<file path="src/rtl/pipelined_adder.sv">
// pipelined_adder: two's-complement adder/subtractor whose WIDTH-bit carry
// chain is cut into STAGES equal chunks, one chunk resolved per stage.
// One operation per enabled cycle, fixed latency of STAGES enabled edges,
// and every output comes straight from a register.
module pipelined_adder #(
   parameter int WIDTH  = 16,
   parameter int STAGES = 4
) (
   input  logic             clk,
   input  logic             rst,
   input  logic             en,
   input  logic             in_valid,
   input  logic             sub,
   input  logic [WIDTH-1:0] a,
   input  logic [WIDTH-1:0] b,
   output logic             out_valid,
   output logic [WIDTH:0]   sum,
   output logic             ovf
);

   localparam int CHUNK = WIDTH / STAGES;

   // Element k is the state left behind by stage k:
   //   a_q/b_q : operand chunks not yet consumed (consumed chunks cleared)
   //   r_q     : result chunks produced so far
   //   c_q     : carry out of chunk k
   //   v_q     : valid bit travelling with the operation
   logic [WIDTH-1:0] a_q [STAGES];
   logic [WIDTH-1:0] b_q [STAGES];
   logic [WIDTH-1:0] r_q [STAGES];
   logic             c_q [STAGES];
   logic             v_q [STAGES];
   logic             ovf_q;

   // Illegal geometry is caught at elaboration rather than producing a
   // silently truncated carry chain.
   if ((WIDTH < 1) || (STAGES < 1) || (STAGES > WIDTH) || ((WIDTH % STAGES) != 0)) begin : g_bad_params
      $error("pipelined_adder: STAGES must be in 1..WIDTH and divide WIDTH");
   end

   genvar gi;
   generate
      for (gi = 0; gi < STAGES; gi++) begin : g_stage
         localparam int LO = gi * CHUNK;
         // Bits above the chunk handled here; everything at or below it is
         // consumed once this stage has fired.
         localparam logic [WIDTH-1:0] KEEP = {WIDTH{1'b1}} << ((gi + 1) * CHUNK);

         logic [WIDTH-1:0] a_in;
         logic [WIDTH-1:0] b_in;
         logic [WIDTH-1:0] r_in;
         logic             c_in;
         logic             v_in;

         logic [CHUNK:0]   part_d;
         logic [WIDTH-1:0] a_d;
         logic [WIDTH-1:0] b_d;
         logic [WIDTH-1:0] r_d;
         logic             c_d;

         if (gi == 0) begin : g_first
            // Subtraction is a + ~b + 1: invert b once here and feed the +1
            // in as the carry into the lowest chunk.
            assign a_in = a;
            assign b_in = b ^ {WIDTH{sub}};
            assign r_in = '0;
            assign c_in = sub;
            assign v_in = in_valid;
         end else begin : g_next
            assign a_in = a_q[gi-1];
            assign b_in = b_q[gi-1];
            assign r_in = r_q[gi-1];
            assign c_in = c_q[gi-1];
            assign v_in = v_q[gi-1];
         end

         // Resolve this stage's chunk using the carry handed up from below.
         always_comb begin
            part_d           = {1'b0, a_in[LO +: CHUNK]}
                             + {1'b0, b_in[LO +: CHUNK]}
                             + {{CHUNK{1'b0}}, c_in};
            c_d              = part_d[CHUNK];
            r_d              = r_in;
            r_d[LO +: CHUNK] = part_d[CHUNK-1:0];
            a_d              = a_in & KEEP;
            b_d              = b_in & KEEP;
         end

         // Advance the stage on enabled edges; reset clears data and valid.
         always_ff @(posedge clk) begin
            if (rst) begin
               a_q[gi] <= '0;
               b_q[gi] <= '0;
               r_q[gi] <= '0;
               c_q[gi] <= 1'b0;
               v_q[gi] <= 1'b0;
            end else if (en) begin
               a_q[gi] <= a_d;
               b_q[gi] <= b_d;
               r_q[gi] <= r_d;
               c_q[gi] <= c_d;
               v_q[gi] <= v_in;
            end
         end

         if (gi == STAGES - 1) begin : g_last
            logic ovf_d;

            // The top chunk is still unconsumed on entry to the last stage,
            // so the operand sign bits are available here without a side
            // pipeline. Overflow: like-signed operands, differently signed
            // result.
            assign ovf_d = (a_in[WIDTH-1] == b_in[WIDTH-1]) &&
                           (r_d[WIDTH-1] != a_in[WIDTH-1]);

            // Register the overflow flag alongside the final result chunk.
            always_ff @(posedge clk) begin
               if (rst) begin
                  ovf_q <= 1'b0;
               end else if (en) begin
                  ovf_q <= ovf_d;
               end
            end
         end
      end
   endgenerate

   assign out_valid = v_q[STAGES-1];
   assign sum       = {c_q[STAGES-1], r_q[STAGES-1]};
   assign ovf       = ovf_q;

endmodule

</file>
<file path="config.mk">
export PLATFORM = sky130hd
export DESIGN_NAME = pipelined_adder
export DESIGN_NICKNAME = d
export VERILOG_FILES = /design/src/rtl/pipelined_adder.sv
export SDC_FILE = /design/constraint.sdc
export NUM_CORES = 1
export LEC_CHECK = 0
export ABC_AREA = 0
export BUFFER_PORTS_ARGS = -buffer_cell sky130_fd_sc_hd__clkbuf_2
export CAP_MARGIN = 10
export CORE_MARGIN = 3
export CORE_UTILIZATION = 52
export DETAILED_ROUTE_END_ITERATION = 10
export GPL_TIMING_DRIVEN = 1
export HOLD_SLACK_MARGIN = 0.15
export PLACE_DENSITY = 0.83
export SLEW_MARGIN = 5
export SYNTH_ARGS = -nofsm -noshare
export SYNTH_HDL_FRONTEND = slang
export SYNTH_SLANG_ARGS = --single-unit
export TNS_END_PERCENT = 20
</file>
<file path="constraint.sdc">
create_clock -name clk -period 1.81 [get_ports clk]
set_clock_uncertainty 0.1 [all_clocks]
set_input_delay 0.0905 -clock clk [delete_from_list [all_inputs] [get_ports clk]]
set_output_delay 0.0905 -clock clk [all_outputs]
set_load 0.01 [all_outputs]
</file>
Word-level counts from Yosys, hierarchy flattened
Memory sizes are Yosys's and may differ from the RTL's.
Cells that the tools add are included.
{ "word_totals": {"register_bits": 1, "latch_bits": 0, "ramBits": 168, "rom_bits": 0, "inputBits": 37, "output_inout_bits": 19, "elab_cells": 63, "n_memories": 5} }
{ "op_classes": {"add_sub_neg": 8, "n_mul": 0, "div": 0, "order_cmp": 0, "n_eq_ne": 2, "shift": 0, "mux": 25, "bitwise": 21, "n_reduce_logical": 1} }
{ "memory_table": {"columns": ["memory", "words", "width", "read_ports", "rd_clocked_by_memory_dff", "wr", "line", "text"], "rows": [
  ["r_q", 4, 16, 4, 0, 4, "30", "logic [WIDTH-1:0] r_q [STAGES];"],
  ["a_q", 4, 12, 3, 0, 4, "28", "logic [WIDTH-1:0] a_q [STAGES];"],
  ["b_q", 4, 12, 3, 0, 4, "29", "logic [WIDTH-1:0] b_q [STAGES];"],
  ["c_q", 4, 1, 4, 0, 4, "31", "logic c_q [STAGES];"],
  ["v_q", 4, 1, 4, 0, 4, "32", "logic v_q [STAGES];"]
]} }
{ "ops": {"columns": ["op", "n"], "rows": [
  ["$mux W12", 8],
  ["$mux W16", 4],
  ["$add A4 B4 Y5", 4],
  ["$add A5 B1 Y5", 4],
  ["$or A1 B1 Y1", 20],
  ["$xor A16 B16 Y16", 1],
  ["$mux W1", 13],
  ["$eq A1 B1 Y1", 1],
  ["$logic_and A1 B1 Y1", 1],
  ["$ne A1 B1 Y1", 1]
]} }

Depth between registers and ports, before layout
An unclocked memory read counts as a cell.
{ "depth": {"ltp_word": 5, "ltp_mapped": 8, "ltp_nobuf": 6} }

Worst setup path after synthesis
OpenSTA, ideal clock, no wires.
{ "synth_timing": {"path_kind": "reg-to-reg", "startpoint": "mem c_q[1][0], in the netlist c_q[0][1]", "endpoint": "mem c_q[2][0], in the netlist c_q[1][0] (data pin)", "setup_ns": 0.257, "t_arrival_ns": 1.558, "required_ns": 1.453, "path_slack_ns": -0.104, "stages_incl_launch_ff": 6, "n_path_buf": 0, "period_less_slack_ns": 1.914, "cell_sequence": "edfxtp_1 > fa_1 > fa_1 > a21o_1 > a21oi_1 > nor2_1"} }
{ "synth_lines": {"columns": ["item", "line"], "rows": [
  ["from (decl)", "31"]
]} }

==> flow_metrics.py <==
metrics = {
    "run_status": {
        "outcome": "finished with violations",
        "violations": "setup timing",
    },
    "cts": {
        "cts_tree": "built",
        "htree_levels": 3,
        "cts_buffers": 9,
        "cts_root_buffer": "clkbuf_8",
        "insertion_delay_ns": 0.36,
        "clkSlewWorstSetupHoldPaths_ns": 0.09,
        "clock_path_buffers": 2,
        "cts_setup_buffers": 0,
        "numClockSinks": 97,
    },
    "routing": {
        "drc": 0,
        "drtAntennaViolNets": 0,
        "routed_wl_um": 6460,
        "wl_per_cell_um": 13.2,
        "vias_per_cell": 4.87,
        "initialDrtViolationCount": 114,
        "dr.pass1.iters": 7,
        "via_count": 2385,
    },
    "timing": {
        "slew_headroom_pct": 58.7,
        "fin_crit_ns": 1.88,
        "min_period_over_period_pct": 104,
        "max_freq_mhz": 532,
        "drv_slew": 0,
        "rsz0062_at_grt": "true",
        "holdWs_ns": 0.178,
        "setup_viol": 1,
        "finalWorstSetupSlack_ns": -0.0693,
        "worst_pin_slew_ns": 0.619,
        "finalHoldViolations": 0,
    },
    "logic_synthesis": {
        "syn_inst": 291,
        "synth_area_leaders": "edfxtp_1, and2_1, ha_1, fa_1, xnor2_1",
        "synth_top_cell_by_area": "edfxtp_1",
        "synth_edf_count": 96,
        "synth_flop_cell": "edfxtp_1",
        "avgSynthCellArea_um2": 14.5,
        "yosysWarnings": 0,
        "syn-num-nets": 347,
        "post_synth_num_cell_types": 28,
        "yosys_register_bits": 97,
        "synth_area_mm2": 0.00423,
        "yosysTopAreaCellShare_pct": 68.2,
        "ys_async_sr_fraction_pct": 0,
        "ys_seq_area_share_pct": 68.7,
    },
    "worst_setup_path": {
        "critPathLaunchType": "flip-flop",
        "worst_setup_path_end_kind": "flip-flop",
        "crit_fanout": 2,
        "r2r_cells": 5,
        "crit_type": "reg -> reg",
        "crit_required_ns": 1.83,
        "worstPathArrival_ns": 1.90,
    },
    "cells_and_area": {
        "final_cells": 490,
        "n_antenna_cell": 0,
        "drive_gt1_share_pct": 22.7,
        "area_growth_pct": 23.1,
        "ff_latch_area_mm2": 0.00290,
        "multiInputGateArea_mm2": 0.00125,
        "design_area_mm2": 0.00520,
        "fillers": 551,
        "final_nets": 439,
    },
    "min_path": {
        "min_path_cells": 4,
        "min-delay-path-class": "in -> reg",
    },
    "global_route": {
        "antenna_found_initial": 0,
        "grt_max_degree": 67,
        "grt_pass1_vias": 2380,
        "grt_pass1_wl_um": 10200,
        "grt-ovfl-total": 0,
        "grt_use_total_pct": 14.9,
    },
    "die": {
        "placementRows": 32,
        "core-area_mm2": 0.00781,
        "fp.dieArea_mm2": 0.00925,
        "initial_core_util_pct": 54.1,
        "die_x_um": 96.2,
        "io_pins": 56,
        "die_h_um": 96.2,
    },
    "pwr": {
        "powerDensity_mw_per_mm2": 882,
        "fin_total_pwr_mw": 4.59,
        "ir_drop_v": 0.000436,
        "power_leakage_nw": 2.14,
    },
    "placed_design": {
        "io_buffers": 55,
        "placed_cell_area_mm2": 0.00465,
        "gp_congestion": 0.813,
        "dp.cells": 441,
        "dp.final_hpwl_um": 3880,
    },
    "flow_run": {
        "cap_violations": 0,
    },
}
==> state kept, by name (all words and copies together), names as in the netlist <==
name  cells
a_q      24
c_q       4
ovf       1
r_q      40
v_q       4
b_q      24
==> cell usage after synthesis (2+ instances only) <==
master / number
clkbuf_1: 2
xor2_1: 4
o21a_1: 2
nor2b_1: 6
buf_4: 3
buf_2: 7
inv_1: 15
xnor2_1: 16
fa_1: 7
a21o_1: 2
nand2_1: 3
nand2b_1: 2
a21oi_1: 7
o21ai_0: 4
edfxtp_1: 96
ha_1: 12
nor3_1: 5
nor2_1: 23
and2_1: 66
==> placed cells by master (no fill, tap or decap), types with 2 or more instances in the layout <==
cell	n
edfxtp_1	96
and2_1	66
clkbuf_2	55
dlygate4sd3_1	32
nor2_1	23
xnor2_1	16
inv_1	13
ha_1	12
clkbuf_8	9
a21oi_1	6
fa_2	6
nor3_1	5
xor2_1	4
nor2b_1	4
nor2b_4	3
o21ai_0	3
nand2_1	3
buf_12	3
inv_2	2
nand2b_1	2
o21ai_1	2
a21o_1	2
o21a_1	2
clkinv_4	2
buf_4	2
==> worst max-delay path: stages (launching register included) <==
cell and delay (ns):
edfxtp_1 0.41, fa_2 0.43, fa_2 0.37, a21o_1 0.18
a21oi_2 0.13, nor2_1 0.04
==> logic make-up (layout without fill, tap and decap cells) <==
logic type | after synthesis | after routing | synth area share (%)
xor+xnor | 20 | 20 | 4.14
mux | 1 | 1 | 0.237
simple gates | 110 | 111 | 14.9
flops | 97 | 97 | 68.7
compound gates | 17 | 17 | 2.34
fa+ha+maj | 19 | 19 | 6.87
buf+inv | 27 | 123 | 2.87
==> repair_timing <==
| action | CTS | global route |
|---|---|---|
| hold buffers | 32 | 0 |
| hold endpoints to repair | 29 | 0 |
| gates cloned | 0 | 1 |
| gates resized for setup | 6 | 6 |
| setup endpoints to repair | 5 | 71 |
| pin swaps | 0 | 1 |
==> worst paths after layout <==
kind                   from          to  slack (ns)
setup / recovery  c_q[0][1]   c_q[1][0]       -0.07
hold / removal         a[1]   r_q[0][1]        0.18
setup reg to reg  c_q[0][1]   c_q[1][0]       -0.07
hold reg to reg   b_q[0][9]  b_q[0][21]        0.41
==> power breakdown <==
group,switching [mW],internal (mW)
Clock,0.725,0.644
Combinational,0.262,0.264
Sequential,0.0445,2.65
==> per-stage QoR <==
step	util [%]	worst slack (ns)	TNS, ns
3_5_place_dp	59.6	-0.104	-0.293
4_1_cts	66.4	-0.0729	-0.0729
5_1_grt	66.7	-0.120	-0.225
3_3_place_gp	59.6	-0.0448	-0.0632
6_report	66.7	-0.0693	-0.0693
2_1_floorplan	-	-0.00367	-0.00367
==> final cells by class <==
type                    instances  share of cell area (%)
flip-flops and latches         97                    55.8
clock inverters                 6                    1.30
clock buffers                  10                    2.45
multi-input cells             168                    24.1
repair buffers                 92                    12.9
well taps                     102                    2.45
inverters                      15                    1.08
==> per-layer routing <==
metal / track usage (%) / vias to the layer above / part of all wire, %
met4: 7.35 / 0 / 1.9
met2: 25.9 / 72 / 51
met3: 4.53 / 10 / 6.1
met5: 0 / - / 0
met1: 16.3 / 1125 / 41
li1: - / 1178 / -
(Power assumes the default switching activity.)
